===== src/rtl/vending_machine_gen.sv =====
// vending_machine_gen
//   Parametrised vending controller. Accumulates credit from three coin
//   denominations and vends one of NUM_ITEMS products, each with its own
//   price. Change goes out as CHG_UNIT-valued beats over a valid/ready
//   handshake. A cancel request refunds the full credit.
//
//   Optional feature macro: VM_TIMEOUT_EN
//     When defined, an inactivity counter runs while credit is held. After
//     TIMEOUT_CYC idle cycles the machine refunds as if cancel were pressed
//     and pulses timeout for one cycle. When undefined, no counter is built
//     and timeout is a constant 0.
//
// Ports
//   clk, rst      clock; asynchronous active-high reset
//   coin_valid    coin inserted this cycle
//   coin_type     0/1/2 = COIN0/1/2 value, 3 = counterfeit
//   sel_valid     product selection strobe
//   sel_item      selected product index
//   cancel        refund request
//   chg_ready     change hopper accepts a beat
//   coin_reject   pulse: coin returned uncounted
//   sel_err       pulse: selection refused
//   vend_valid    pulse: dispense product
//   vend_item     product being dispensed (held until the next vend)
//   chg_valid     change beat pending
//   credit        current credit
//   busy          high while vending or returning change
//   timeout       pulse on auto-refund
module vending_machine_gen #(
  parameter int unsigned NUM_ITEMS   = 4,
  parameter int unsigned CREDIT_W    = 8,
  parameter int unsigned COIN0_VAL   = 5,
  parameter int unsigned COIN1_VAL   = 10,
  parameter int unsigned COIN2_VAL   = 25,
  parameter int unsigned CHG_UNIT    = 5,
  parameter logic [NUM_ITEMS*CREDIT_W-1:0] ITEM_PRICE = {8'd50, 8'd35, 8'd20, 8'd15},
  parameter int unsigned MAX_CREDIT  = 100,
  parameter int unsigned TIMEOUT_CYC = 1000
) (
  input  logic                         clk,
  input  logic                         rst,
  input  logic                         coin_valid,
  input  logic [1:0]                   coin_type,
  input  logic                         sel_valid,
  input  logic [$clog2(NUM_ITEMS)-1:0] sel_item,
  input  logic                         cancel,
  input  logic                         chg_ready,
  output logic                         coin_reject,
  output logic                         sel_err,
  output logic                         vend_valid,
  output logic [$clog2(NUM_ITEMS)-1:0] vend_item,
  output logic                         chg_valid,
  output logic [CREDIT_W-1:0]          credit,
  output logic                         busy,
  output logic                         timeout
);

  localparam int unsigned SEL_W = $clog2(NUM_ITEMS);
  localparam logic [CREDIT_W-1:0] CHG = CREDIT_W'(CHG_UNIT);

  if (NUM_ITEMS < 2 || MAX_CREDIT > (2**CREDIT_W - 1) || TIMEOUT_CYC < 2) begin : g_param_check
    $error("vending_machine_gen: illegal parameter combination");
  end

  typedef enum logic [1:0] {S_IDLE, S_CREDIT, S_VEND, S_CHANGE} state_t;

  state_t               r_state;
  logic [CREDIT_W-1:0]  r_credit;
  logic [SEL_W-1:0]     r_vend_item;
  logic                 r_coin_reject;
  logic                 r_sel_err;
  logic                 r_vend_valid;
  logic                 r_chg_valid;
  logic                 r_busy;
  logic                 r_timeout;

  logic [CREDIT_W-1:0]  w_coin_val;
  logic [CREDIT_W:0]    w_coin_sum;
  logic                 w_coin_ok;
  logic [CREDIT_W-1:0]  w_sel_price;
  logic                 w_sel_in_range;
  logic [CREDIT_W-1:0]  w_vend_price;
  logic [CREDIT_W-1:0]  w_remain;
  logic                 w_cancel_win;

  always_comb begin
    w_coin_val = '0;
    case (coin_type)
      2'd0:    w_coin_val = CREDIT_W'(COIN0_VAL);
      2'd1:    w_coin_val = CREDIT_W'(COIN1_VAL);
      2'd2:    w_coin_val = CREDIT_W'(COIN2_VAL);
      default: w_coin_val = '0;
    endcase
  end

  // Widened sum so an over-ceiling coin can never wrap into a small credit.
  assign w_coin_sum = {1'b0, r_credit} + {1'b0, w_coin_val};
  assign w_coin_ok  = (coin_type != 2'd3) && (w_coin_sum <= (CREDIT_W+1)'(MAX_CREDIT));

  // Price lookups walk the table so an out-of-range index never slices
  // past the end of ITEM_PRICE when NUM_ITEMS is not a power of two.
  always_comb begin
    w_sel_price    = '0;
    w_sel_in_range = 1'b0;
    w_vend_price   = '0;
    for (int unsigned i = 0; i < NUM_ITEMS; i++) begin
      if (sel_item == SEL_W'(i)) begin
        w_sel_price    = ITEM_PRICE[i*CREDIT_W +: CREDIT_W];
        w_sel_in_range = 1'b1;
      end
      if (r_vend_item == SEL_W'(i))
        w_vend_price = ITEM_PRICE[i*CREDIT_W +: CREDIT_W];
    end
  end

  assign w_remain     = r_credit - w_vend_price;
  assign w_cancel_win = cancel && (r_state == S_CREDIT);

`ifdef VM_TIMEOUT_EN
  localparam int unsigned TO_W = $clog2(TIMEOUT_CYC);
  logic [TO_W-1:0] r_to_cnt;
  logic            w_to_fire;

  assign w_to_fire = (r_state == S_CREDIT) && !coin_valid && !sel_valid && !cancel &&
                     (r_to_cnt == TO_W'(TIMEOUT_CYC - 1));

  always_ff @(posedge clk or posedge rst) begin
    if (rst)
      r_to_cnt <= '0;
    else if (r_state != S_CREDIT || coin_valid || sel_valid || cancel)
      r_to_cnt <= '0;
    else if (!w_to_fire)
      r_to_cnt <= r_to_cnt + 1'b1;
  end
`else
  logic w_to_fire;
  assign w_to_fire = 1'b0;
`endif

  always_ff @(posedge clk or posedge rst) begin
    if (rst) begin
      r_state       <= S_IDLE;
      r_credit      <= '0;
      r_vend_item   <= '0;
      r_coin_reject <= 1'b0;
      r_sel_err     <= 1'b0;
      r_vend_valid  <= 1'b0;
      r_chg_valid   <= 1'b0;
      r_busy        <= 1'b0;
      r_timeout     <= 1'b0;
    end else begin
      r_coin_reject <= 1'b0;
      r_sel_err     <= 1'b0;
      r_vend_valid  <= 1'b0;
      r_timeout     <= 1'b0;
      case (r_state)
        S_IDLE, S_CREDIT: begin
          if (w_cancel_win) begin
            r_coin_reject <= coin_valid;
            r_state       <= S_CHANGE;
            r_chg_valid   <= 1'b1;
            r_busy        <= 1'b1;
          end else if (sel_valid) begin
            r_coin_reject <= coin_valid;
            if (r_state == S_IDLE || !w_sel_in_range || r_credit < w_sel_price) begin
              r_sel_err <= 1'b1;
            end else begin
              r_state      <= S_VEND;
              r_vend_valid <= 1'b1;
              r_vend_item  <= sel_item;
              r_busy       <= 1'b1;
            end
          end else if (coin_valid) begin
            if (w_coin_ok) begin
              r_credit <= w_coin_sum[CREDIT_W-1:0];
              r_state  <= S_CREDIT;
            end else begin
              r_coin_reject <= 1'b1;
            end
          end else if (w_to_fire) begin
            r_timeout   <= 1'b1;
            r_state     <= S_CHANGE;
            r_chg_valid <= 1'b1;
            r_busy      <= 1'b1;
          end
        end
        // Price is deducted at the end of the vend cycle, using the
        // registered item so sel_item may change freely meanwhile.
        S_VEND: begin
          r_coin_reject <= coin_valid;
          r_sel_err     <= sel_valid;
          r_credit      <= w_remain;
          if (w_remain != '0) begin
            r_state     <= S_CHANGE;
            r_chg_valid <= 1'b1;
          end else begin
            r_state <= S_IDLE;
            r_busy  <= 1'b0;
          end
        end
        S_CHANGE: begin
          r_coin_reject <= coin_valid;
          r_sel_err     <= sel_valid;
          if (r_chg_valid && chg_ready) begin
            if (r_credit <= CHG) begin
              r_credit    <= '0;
              r_chg_valid <= 1'b0;
              r_busy      <= 1'b0;
              r_state     <= S_IDLE;
            end else begin
              r_credit <= r_credit - CHG;
            end
          end
        end
        default: r_state <= S_IDLE;
      endcase
    end
  end

  assign coin_reject = r_coin_reject;
  assign sel_err     = r_sel_err;
  assign vend_valid  = r_vend_valid;
  assign vend_item   = r_vend_item;
  assign chg_valid   = r_chg_valid;
  assign credit      = r_credit;
  assign busy        = r_busy;
  assign timeout     = r_timeout;

endmodule


===== config.mk =====
export PLATFORM = sky130hd
export DESIGN_NAME = vending_machine_gen
export DESIGN_NICKNAME = d
export VERILOG_FILES = /design/src/rtl/vending_machine_gen.sv
export SDC_FILE = /design/constraint.sdc
export NUM_CORES = 1
export LEC_CHECK = 0
export BUFFER_PORTS_ARGS = -buffer_cell sky130_fd_sc_hd__buf_2
export CAP_MARGIN = 20
export CORE_UTILIZATION = 47
export CTS_CLUSTER_DIAMETER = 60
export CTS_CLUSTER_SIZE = 10
export DETAILED_ROUTE_END_ITERATION = 6
export PLACE_DENSITY = 0.7
export SLEW_MARGIN = 20
export SYNTH_ARGS = -nofsm -noshare
export SYNTH_HDL_FRONTEND = slang
export SYNTH_SLANG_ARGS = --single-unit

===== constraint.sdc =====
create_clock -name clk -period 3.1 [get_ports clk]
set_input_delay 0.62 -clock clk [delete_from_list [all_inputs] [get_ports clk]]
set_output_delay 0.62 -clock clk [all_outputs]
set_load 0.01 [all_outputs]

==> results of run 1 <==
==> kinds of logic (layout without fill, tap and decap cells) <==
group,count (synthesis),in the layout,synth area share
AND/OR/NAND/NOR,84,84,0.199
XOR/XNOR,12,12,0.0554
buffers and inverters,31,80,0.0597
AO/OA/AOI/OAI,75,75,0.280
multiplexers,4,4,0.0277
other,1,1,0.00184
adder cells (fa/ha/maj),26,26,0.167
flip-flops,17,17,0.209
==> synthesized netlist by cell type (4+ instances only) <==
| cell type | number |
|---|---|
| nor2_1 | 32 |
| ha_1 | 24 |
| inv_1 | 21 |
| nand2_1 | 19 |
| dfrtp_1 | 17 |
| a21oi_1 | 14 |
| o21ai_0 | 9 |
| xnor2_1 | 9 |
| clkbuf_1 | 7 |
| a211oi_1 | 6 |
| nor2b_1 | 5 |
| o221ai_1 | 5 |
| nor3_1 | 4 |
| o21a_1 | 4 |
| o21ai_1 | 4 |
| o22ai_1 | 4 |
==> worst reg2reg max path: stages, from the launching register on <==
cell	delay [ns]
dfrtp_1	0.40
inv_1	0.15
ha_1	0.19
inv_1	0.06
fa_1	0.40
xor2_1	0.19
or4b_1	0.51
a2111oi_1	0.36
nand3_1	0.23
a21oi_1	0.28
o221ai_2	0.13
==> registers in the layout (all words and copies together) (netlist names) <==
name and count:
busy 1, chg_valid 1, coin_reject 1, vend_valid 1, credit 8, vend_item 2
sel_err 1, r_state 2
==> cell type report <==
type                            count  area, µm²  area share
Clock buffer                        3       41.3      0.0159
Timing Repair Buffer               55        383       0.147
Multi-Input combinational cell    202       1580       0.606
Clock inverter                      1       5.00     0.00192
Tap cell                           50       62.6      0.0241
Sequential cell                    17        425       0.164
Inverter                           21        108      0.0414
==> power by group <==
group          switching [mW]  total (mW)  internal, mW
logic                    1.22        2.31          1.09
clock network          0.0963       0.186        0.0897
registers               0.152       0.472         0.320
total                    1.47        2.97          1.50
==> layout by cell type, fill, tap and decap left out, drive strengths merged, types with 2 or more instances in the layout <==
cell / synthesis / final
a211oi: 7 / 7
a21o: 2 / 2
a21oi: 16 / 16
a221oi: 2 / 2
a22oi: 2 / 2
and3: 2 / 2
buf: 3 / 55
clkbuf: 7 / 3
dfrtp: 17 / 17
fa: 2 / 2
ha: 24 / 24
inv: 21 / 21
mux2: 4 / 4
nand2: 19 / 19
nand2b: 3 / 3
nand3: 3 / 3
nor2: 32 / 32
nor2b: 5 / 5
nor3: 4 / 4
nor3b: 3 / 3
nor4: 2 / 2
o211ai: 3 / 3
o21a: 4 / 4
o21ai: 13 / 13
o21bai: 2 / 2
o221ai: 5 / 5
o22ai: 4 / 4
o2bb2ai: 2 / 2
o311ai: 2 / 2
o31ai: 2 / 2
or2: 3 / 3
or3: 3 / 3
or4b: 2 / 2
xnor2: 10 / 10
xor2: 2 / 2
==> path summary, 6_finish.rpt <==
check                        startpoint      endpoint
setup reg to reg           vend_item[0]    r_state[0]
max in group asynchronous           rst     credit[3]
hold / removal                      rst  vend_item[1]
min in group clk           vend_item[0]  vend_item[0]
hold reg to reg            vend_item[0]  vend_item[0]
setup / recovery           coin_type[0]     credit[6]
==> what timing repair did <==
action                     4_1_cts  5_1_grt
hold endpoints to repair         0        0
setup buffers                    2        3
resized for setup                5       11
pin swaps                        4       15
setup endpoints to repair        9       12
==> routing by layer <==
metal  GRT usage  up-vias
met5           0        -
met4       0.102        0
met3      0.0422       18
met2       0.396       66
met1       0.356      937
li1            -     1000
==> impl_summary.md, run 1 <==
Drt
Wire segments on met2 add up to 2470 µm in the final route. The total length of routed wires is 5470 µm. After detailed routing, the number of remaining DRC violations is 0. In this run the top signal layer used is met4.

The detailed router put a total of 2510 µm of wire on met1. The post-detailed-route wirelength per cell is about 16 µm. Wire segments on met3 add up to 286 µm in the final route. The violation count after the first detailed-route iteration is 169. The total iterations of the first detailed-routing run is 4. Using the TritonRoute via totals, the vias-per-cell ratio works out to 5.79. The total via count in the routed design is 2021.

The residual antenna-violating net count after detailed routing is 0.

Cells and area
The total of fill cells in the finished design is roughly 370. The finished cells cover roughly 2600 µm². The post-layout utilization of the core is 0.636. The synthesis-to-finish area growth is 27.9%. The count of inserted antenna diode cells is 0. The layout net count is 336. For this run, the number of standard cells in the final layout without fillers is 349. The share of cells above drive strength 1 is 0.291.

Synth
Dividing the synthesized area by the synthesized cell count gives approximately 8.1 µm². Of the synthesized area, sequential elements account for 0.209. The cell type contributing the most total cell area after synthesis is dfrtp_1. The net count of the mapped netlist is 286. Of all flip-flops after synthesis, the portion carrying an async set or reset was 1.00. The number of enable flip-flop cells after synthesis is 0. After technology mapping, the gate count stands at 250.

Of the post-synthesis cell area, the dominant cell type holds 0.209. In the synthesized netlist the dominant register cell turns out to be dfrtp_1. The count of warnings emitted by yosys is 0. Yosys attributes the largest share of cell area to dfrtp_1 (21%), ha_1 (15%), nor2_1 (5.9%), inv_1 (3.9%), xnor2_1 (3.9%). The netlist area before placement is ~2000 µm². The post-synthesis register bit count is 17. The post-synthesis cell type count is 58.

Power and ir drop
After layout, the design draws a total of 2.97 mW. The worst-case IR drop observed on VDD is 0.511 mV. In this run the static leakage power is 1.20 nW.

The total power per unit cell area is approximately 1100 nW/µm².

STA
The max-slew violation total from the final report is 0. Setup repair after global routing could not meet its margin everywhere. Once routing completed, OpenROAD measured the worst setup slack at 0.0441 ns. The fmax is ~330 MHz.

Headroom to the max-slew limit came out at 0.510. The measured slew at the worst slew-check pin is 0.734 ns. The clock arrives with 0.0141 ns of skew. Setup total negative slack on the finished layout was measured at 0 ns. Of the available clock period, the critical path in the final layout requires 0.986. Across all hold checks on the routed design, the worst slack comes to 0.461 ns. The count of endpoints failing setup in the final report is 0. The number of endpoints with negative hold slack in the final report came to 0.

Counting I/O delays and the setup requirement, the final critical path takes a little over 3 ns.

Status
The flow ran to the end, and the final reports show no timing, DRC or antenna violations.

Placed design
Including well taps, the total number of placed cells is 340. Port buffering added 24 buffers. The placed standard-cell area is 2450 µm². The last weighted congestion value of the routability-driven placer is between 0.9 and 1.

The detailed placement HPWL is 4290 µm. The worst setup timing slack at the placement stage is -0.382 ns.

Worst setup path
The flop-to-flop setup slack is 0.08 ns. Counting buffers and inverters, the worst setup path is 15 cells deep. The critical path capture point type is a flop. The required time of the critical path is 3.25 ns.

The largest stage delay on the critical path is 0.39 ns. For the worst flop-to-flop path, the logic depth is 10. The library cell contributing the largest single delay on the critical path is o311ai_4. Walking the worst path, the cells encountered are buf_12 -> inv_16 -> ha_4 -> nor2_2 -> nor2_2 -> ha_2 -> inv_2 -> fa_2 -> nand2b_4 -> a21o_1 -> xnor2_2 -> and3_4 -> o311ai_4 -> a21oi_4 -> mux2_4. The largest delay contributor family on the critical path is compound AO/OA/AOI/OAI gates. The arrival time of the worst setup path is 3.20 ns. The worst setup path is launched from a primary input. The critical path in this run is classified as primary input to flop. The critical path contains buffers and inverters numbering 3 combined. Of all nets on the critical path, the largest fanout is 6. The most numerous cell type found on the critical path is nor2_2.

Clocking
The clock edge transition at the registers on the reported setup and hold paths is 0.09 ns. The clock drives 17 sinks. For the worst-skew pair, the clock arrives at the later sink with an insertion delay of between 0.2 and 0.3 ns. TritonCTS built the clock tree.

The number of buffers created by CTS is 3. CTS built an H-tree with a depth of 1. The buffer cell driving the clock tree root is clkbuf_8. The number of buffers on the longest clock path is 2. The number of buffers inserted by hold repair at cts is 0.

Global route
The largest net degree at the start of global routing is 23. The total overflow left after global routing is 0. The total global routing track utilization is 0.258. The number of antenna violations at the first check in global routing is 0. The first-pass GRT wire length is ~8700 µm. The via count of the first global-routing pass is 1821.

Flow run
The count of max-cap constraint violations is 0.

Floorplan
The die area is 4590 µm². Measured along the x axis, the die boundary spans 67.8 µm. The core box area is 4090 µm². The height of the die is slightly below 70 µm.

The initial utilization of the core area, before any placement, comes to 0.498. 26 I/O pins were placed. Row generation in the floorplan step produced 23 rows.

Worst hold path
The type of the worst min-delay path is primary input to asynchronous set/reset pin.
Power figures use the tool's default switching activity.
==> inputs of run 2 (changes only) <==
--- a/config.mk
+++ b/config.mk
@@ -5,9 +5,11 @@
 export SDC_FILE = /design/constraint.sdc
 export NUM_CORES = 1
 export LEC_CHECK = 0
+export ABC_CLOCK_PERIOD_IN_PS = 3100
 export BUFFER_PORTS_ARGS = -buffer_cell sky130_fd_sc_hd__buf_2
 export CAP_MARGIN = 20
 export CORE_UTILIZATION = 47
+export CTS_BUF_LIST = sky130_fd_sc_hd__clkbuf_4 sky130_fd_sc_hd__clkbuf_8
 export CTS_CLUSTER_DIAMETER = 60
 export CTS_CLUSTER_SIZE = 10
 export DETAILED_ROUTE_END_ITERATION = 6
==> constraint.sdc (replaced) <==
create_clock -name clk -period 3.1 [get_ports clk]
set_input_delay 0 -clock clk [delete_from_list [all_inputs] [get_ports clk]]
set_output_delay 0 -clock clk [all_outputs]
set_load 0.01 [all_outputs]
==> run 2 against run 1 <==
Critical endpoint is now r_state[0]. Hold slack got worse by 0.43 ns. Via count decreased by 4.0%. Routed wire length decreased by 2.4%. Critical path type is now flop to flop. Core utilization decreased by 6.7 points. Non-clock buffer count decreased by 18.
==> impl_summary.md, run 2 (same netlist as run 1, synthesis figures left out) <==
Floorplan
The height of the die is 67.8 µm. The die is 67.8 µm wide. For this configuration, the core starts out at a cell density of 0.498. The core box area is 4090 µm². The die area is roughly 4600 µm². The number of cell rows is 23. In this run the count of I/O pins placed on the die edge is 26.

Clocking
The maximum level of the CTS H-tree is 1. The clock latency at the later pin of the worst-skew pair is 0.26 ns. Counting the buffers created by CTS gives 3.

The number of buffers on the longest clock path is 2. The total clock sinks is 17. The clock edge transition at the registers on the reported setup and hold paths is ~0.08 ns. The buffer cell driving the clock tree root is clkbuf_8. TritonCTS built the clock tree.

STA
The relative slew slack is 0.499. The worst setup skew after layout is 0.00700 ns. The number of endpoints with negative hold slack in the final report is 0. Setup repair after global routing left no endpoint under its margin. The clock period minus final worst setup slack is ~2.9 ns. Of the available clock period, the critical path in the final layout requires 0.942.

After routing, the total negative slack on setup checks comes to 0 ns. The count of endpoints failing setup in the final report is 0. Static timing analysis puts the maximum clock frequency at 342 MHz.

The max-slew violation total from the final report is 0. At the pin with the least slew margin, the transition time is 0.752 ns.

Drt
The first TritonRoute pass finished after 4 iterations. The mean number of vias per cell is 5.86. For this run, design rule violations remaining after detail routing come to 0. The violation count after the first detailed-route iteration is 95. After detailed routing, the average wire length per cell comes to ~16 µm. The routed layout has 1941 vias.

Once detail routing completed, the nets flagged for antenna violations numbered 0. For this block, the routed nets add up to 5340 µm of wire.

Worst setup path
The first element of the critical path is credit[0]. In this run the critical register-to-register path is launched from credit[0]. Data on the critical path arrives at its endpoint at approximately 3 ns. The worst setup path is captured at a flop.

The largest driver fanout on the critical path is 7. The worst setup path is of the flop to flop kind. The largest stage delay on the critical path is 0.50 ns. The capture point of the worst path is r_state[0].

Traced cell by cell, the critical path runs through inv_1 -> ha_1 -> inv_1 -> fa_1 -> xor2_1 -> or4b_1 -> a2111oi_1 -> nand3_1 -> a21oi_1 -> o221ai_1. STA puts the critical path data required time at 3.22 ns. The slowest stage of the critical path is the or4b_1 cell. Across all register-to-register paths, the minimum setup slack is 0.18 ns. The number of cells on the worst reg-to-reg path is 10. The most used cell along the critical path is inv_1. The endpoint of the worst-slack reg-to-reg timing path is r_state[0]. The worst setup path is launched from a flop.

Cells and area
The footprint of the multi-input gates is 1490 µm². The repair_antennas step left the layout with diodes totalling 0. The synthesis-to-finish area growth is 14.4%. The library cells used most frequently in the layout, excluding fill and tap cells, are nor2_1 (32), ha_1 (24), buf_2 (24), inv_1 (21), nand2_1 (19). The register with the most flip-flops in the layout has 8 of them. Of the cells placed in the final design, the portion with a size suffix greater than 1 is 0.189.

The library cell used most frequently in the layout, excluding fill and tap cells, is nor2_1. After the flow finishes, the layout carries non-filler instances totaling 331. The layout has 386 filler cells. The sequential standard cell area is 428 µm². The net count of the finished layout is 318. Once layout is complete, the utilization of the core stands at 0.569.

Placed design
Port buffering added 24 buffers. Once detailed placement completed, the half-perimeter wirelength came to 4210 µm. Including well taps, the total number of placed cells is 323. The last weighted congestion value of the routability-driven placer is 0.912.

Global route
For this run, the total global-route usage over all layers was measured as 0.250. Entering global routing, the biggest net connects 22 pins. Global routing finished with a remaining overflow of 0. The first global-routing pass estimated 8540 µm of wire. The via count of the first global-routing pass came to 1782. The number of antenna violations at the first check in global routing is 0.

Power and ir drop
The internal power of the cells is 1.32 mW. The analysis attributes to cell leakage a power of 1.07 nW. The share of total power dissipated in sequential elements is 0.168. The share of total power dissipated in combinational logic is 0.766. Across the VDD grid, the largest voltage drop is 0.428 mV. The switching power total is 1.40 mW. The share of total power dissipated in the clock network is 0.067. The fraction of power spent switching nets is 0.516. The total power per unit cell area is 1170 nW/µm².

Flow run
The count of max-cap constraint violations is 0.

Worst hold path
The type of the worst min-delay path is primary input to flop.

Status
The flow ran to the end, and the final reports show no timing, DRC or antenna violations.
-- run 2: worst max-delay path: cells and delay by family (launching register included) --
kind | cells | cell delay, ns
simple gates | 2 | 0.72
xor+xnor | 1 | 0.19
compound gates | 3 | 0.66
fa+ha+maj | 2 | 0.59
flops | 1 | 0.45
buf+inv | 2 | 0.18
-- run 2: final cells by class --
| type | count | area share |
|---|---|---|
| Clock inverter | 1 | 0.00215 |
| Sequential cell | 17 | 0.184 |
| Multi-Input combinational cell | 202 | 0.640 |
| Clock buffer | 3 | 0.0178 |
| Tap cell | 50 | 0.0269 |
| Timing Repair Buffer | 37 | 0.0958 |
| Inverter | 21 | 0.0339 |
-- run 2: worst min path at each step --
stage          cells after the start      start  slack (ns)      end
6_report                           2  sel_valid        0.03  sel_err
5_1_grt                            2  sel_valid        0.03  sel_err
4_1_cts                            2  sel_valid        0.03  sel_err
3_5_place_dp                       2        rst        0.16  sel_err
3_3_place_gp                       2        rst        0.14  sel_err
2_1_floorplan                      1        rst       -0.07     busy
-- run 2: power groups by stage --
stage	combinational, mW	clock (mW)	sequential, mW
floorplan	1.49	0	0.469
CTS	2.05	0.183	0.452
detailed placement	2.04	0	0.457
global placement	2.02	0	0.453
finish	2.08	0.182	0.456
global route	2.28	0.201	0.474
-- run 2: routing by layer --
| layer | global-route usage | vias to the layer above | routed length [µm] |
|---|---|---|---|
| met1 | 0.316 | 903 | 2420 |
| met5 | 0 | - | 0 |
| met3 | 0.0456 | 13 | 300 |
| met4 | 0.107 | 0 | 116 |
| li1 | - | 962 | - |
| met2 | 0.413 | 63 | 2500 |
-- run 2: timing repair --
action | CTS | global route
setup endpoints to repair | 0 | 8
buffers inserted | 0 | 2
hold buffers | 2 | 0
endpoints found under the hold margin | 18 | 0
gates resized for setup | 0 | 3
-- run 2: stage by stage --
| stage | worst slack, ns | instance area [µm²] | power [mW] | hold WS (ns) |
|---|---|---|---|---|
| 3_5_place_dp | 0.0680 | 2240 | 2.49 | 0.162 |
| 4_1_cts | 0.123 | 2310 | 2.69 | 0.0342 |
| 3_3_place_gp | 0.134 | 2240 | 2.47 | 0.138 |
| 2_1_floorplan | 0.335 | 2030 | 1.96 | -0.0739 |
| 6_report | 0.180 | 2330 | 2.72 | 0.0330 |
| 5_1_grt | 0.0121 | 2330 | 2.96 | 0.0315 |
==> inputs of run 3 (changes only) <==
--- a/config.mk
+++ b/config.mk
@@ -14,7 +14,6 @@
 export CTS_CLUSTER_SIZE = 10
 export DETAILED_ROUTE_END_ITERATION = 6
 export PLACE_DENSITY = 0.7
-export SLEW_MARGIN = 20
 export SYNTH_ARGS = -nofsm -noshare
 export SYNTH_HDL_FRONTEND = slang
 export SYNTH_SLANG_ARGS = --single-unit
==> constraint.sdc (replaced) <==
create_clock -name clk -period 3.1 [get_ports clk]
set_input_delay 0.155 -clock clk [delete_from_list [all_inputs] [get_ports clk]]
set_output_delay 0.155 -clock clk [all_outputs]
set_load 0.01 [all_outputs]
==> run 3 against run 2 <==
The flow now finishes with violations (hold timing). Power down 0.24%. Via count about the same. Largest power group unchanged. Fmax down 0.55%. Sequential share of layout area about the same. Critical endpoint is now credit[3]. Clock-buffer cell count unchanged. Largest cell class unchanged. Die area unchanged. First-iteration DRC count up 45%. Non-clock buffer count down 2.
==> impl_summary.md, run 3 (same netlist as run 1, synthesis figures left out) <==
Status
The run finished, with violations left. The checks that failed: hold timing.

Cells and area
Of the cells placed in the final design, the portion with a size suffix greater than 1 is 0.190. After routing the design area is 2310 µm². For this run, the share of the core covered by cells in the final layout is 0.566. The count of inserted antenna diode cells is 0. The layout net count is 316.

The final standard cell count with taps included and fillers excluded is ~330. The register with the most flip-flops in the layout has 8 of them. The area growth from synthesis to layout is 13.8%. The library cell used most frequently in the layout, excluding fill and tap cells, is nor2_1.

In the layout the commonest cells are nor2_1 (32), ha_1 (24), buf_2 (24), inv_1 (21), nand2_1 (19).

Drt
The total iterations of the first detailed-routing run is 4. The violation count after the first detailed-route iteration is 138. Summing over every cut layer, the via total after detailed routing is approximately 1.9k. The routed design has 5120 µm of wire. The residual DRC count is 0. Once detail routing completed, the nets flagged for antenna violations numbered 0.

After detailed routing, the average wire length per cell comes to 15.6 µm. After detailed routing, the number of vias per cell comes to 5.90.

Worst setup path
STA classifies the critical path startpoint as a flop. The critical path ends at credit[3]. Tracing the worst setup path back leads to its startpoint at credit[1]. The category of the critical setup timing path is flop to flop.

Walking the worst path, the cells encountered are inv_1 -> fa_1 -> nand2b_1 -> a211oi_2 -> o21a_1 -> xnor2_1 -> o311ai_4 -> a21oi_4 -> mux2_4. The start of the worst register-to-register path is credit[1]. STA classifies the critical path endpoint as a flop. The number of cells traversed by the worst register-to-register path is 9. The largest driver fanout on the critical path is 8. The largest stage delay on the critical path is 0.50 ns. Data on the critical path is required at its endpoint by 3.25 ns. The library cell contributing the largest single delay on the critical path is o311ai_4. The flop-to-flop setup slack is approximately 0.16 ns. Data arrives at the worst endpoint at ~3.1 ns. The endpoint identified for the worst register-to-register timing path is credit[3].

STA
Measured against its own limit, the worst slew margin works out to 0.523. The measured slew at the worst slew-check pin is slightly above 0.7 ns. The max-slew violation total from the final report was 0. Static timing analysis puts the maximum clock frequency at around 340 MHz. Setup repair after global routing left no endpoint under its margin. The final hold slack is -0.00412 ns. In the finished design, the share of the clock period the worst path needs comes to 0.947. The number of endpoints with negative hold slack in the final report is 17.

For the final database, setup skew stands at 0.00198 ns. Counting I/O delays and the setup requirement, the final critical path takes 2.94 ns. The count of endpoints failing setup in the final report is 0.

Placed design
In this run the tool buffered the top-level ports with 24 buffer cells. The last weighted congestion value of the routability-driven placer is 0.948. After legalization and detailed placement, the total HPWL measured 4000 µm. The cell count after placement is 324.

The placed standard-cell area is 2250 µm².

Global route
The largest net degree at the start of global routing is 23. The number of antenna violations at the first check in global routing is 0. The total global routing track utilization is 0.239. The via count of the first global-routing pass was 1768. For this run the aggregate overflow at the end of global routing stands at 0. The first global-routing pass estimated 8130 µm of wire.

Clocking
The tree is rooted in a clkbuf_8. The clock edge transition at the registers on the reported setup and hold paths is 0.08 ns. The number of buffers created by CTS is 3. CTS built an H-tree with a depth of 1. Counting every sink on the clock net gives 17. The later pin in the worst-skew pair is clocked with a latency of 0.26 ns. TritonCTS built the clock tree. The longest clock path from root to sink contains 2 buffers.

Flow run
The count of max-cap constraint violations is 0.

Floorplan
The number of cell rows is 23. The die is around 68 µm tall. For this configuration, the core starts out at a cell density of 0.498. The core box area is 4090 µm². The floorplan step defined a die boundary enclosing 4590 µm². The width of the chip is 67.8 µm.

The number of top-level design ports is 26.

Power and ir drop
Summed over all cells, the static leakage comes to 1.06 nW. The largest vdd supply drop is 0.542 mV. Power spread over the standard cell area amounts to 1170 nW/µm².

Worst hold path
The min-delay analysis places its worst path in the category primary input to asynchronous set/reset pin.
==> run 3: worst min-delay path by stage <==
stage,end,slack (ns),startpoint,cells after the start
after floorplan,busy,0.08,rst,1
after global placement,vend_valid,0.29,rst,2
after detailed placement,vend_valid,0.30,rst,2
after CTS,vend_valid,0.01,rst,2
after global routing,sel_err,0.05,rst,2
final,vend_valid,-0.004,rst,2
==> run 3: timing repair <==
action / CTS / global route
buffers inserted: 0 / 1
hold buffers: 0 / 0
resized for setup: 0 / 3
endpoints found under the setup margin: 0 / 6
==> run 3: final cells by class <==
cell class	instances	area, µm²
Clock buffer	3	41.3
Timing Repair Buffer	35	203
Inverter	21	78.8
Sequential cell	17	425
Tap cell	50	62.6
Clock inverter	1	5.00
Multi-Input combinational cell	202	1500
Fill cell	411	1770
==> run 3: report_power, final <==
part	total, mW	switching (mW)	internal [mW]
clock network	0.180	0.0904	0.0897
logic	2.05	1.14	0.904
registers	0.487	0.168	0.319
total	2.71	1.40	1.31
==> run 3: worst max-delay path: cells and delay by family (launching register included) <==
kind / cells / cell delay (ns)
flops: 1 / 0.45
xor+xnor: 1 / 0.13
mux: 1 / 0.33
fa+ha+maj: 1 / 0.47
simple gates: 1 / 0.20
buf+inv: 1 / 0.14
compound gates: 4 / 1.09
==> run 3: per-stage QoR <==
stage | hold slack, ns | TNS [ns] | power [mW] | setup WS, ns
final | -0.00412 | 0 | 2.71 | 0.164
after global routing | 0.0541 | 0 | 2.98 | 0.000326
after CTS | 0.0146 | 0 | 2.66 | 0.125
after detailed placement | 0.298 | -0.175 | 2.47 | -0.0607
after global placement | 0.294 | 0 | 2.46 | 0.0368
after floorplan | 0.0811 | 0 | 1.96 | 0.319
==> run 3: per-layer routing <==
metal	up-vias	share of wire	GRT usage	wire length, µm
li1	959	-	-	-
met1	906	0.47	0.305	2400
met2	58	0.46	0.385	2350
met3	17	0.041	0.0422	208
met4	0	0.031	0.112	160
met5	-	0	0	0
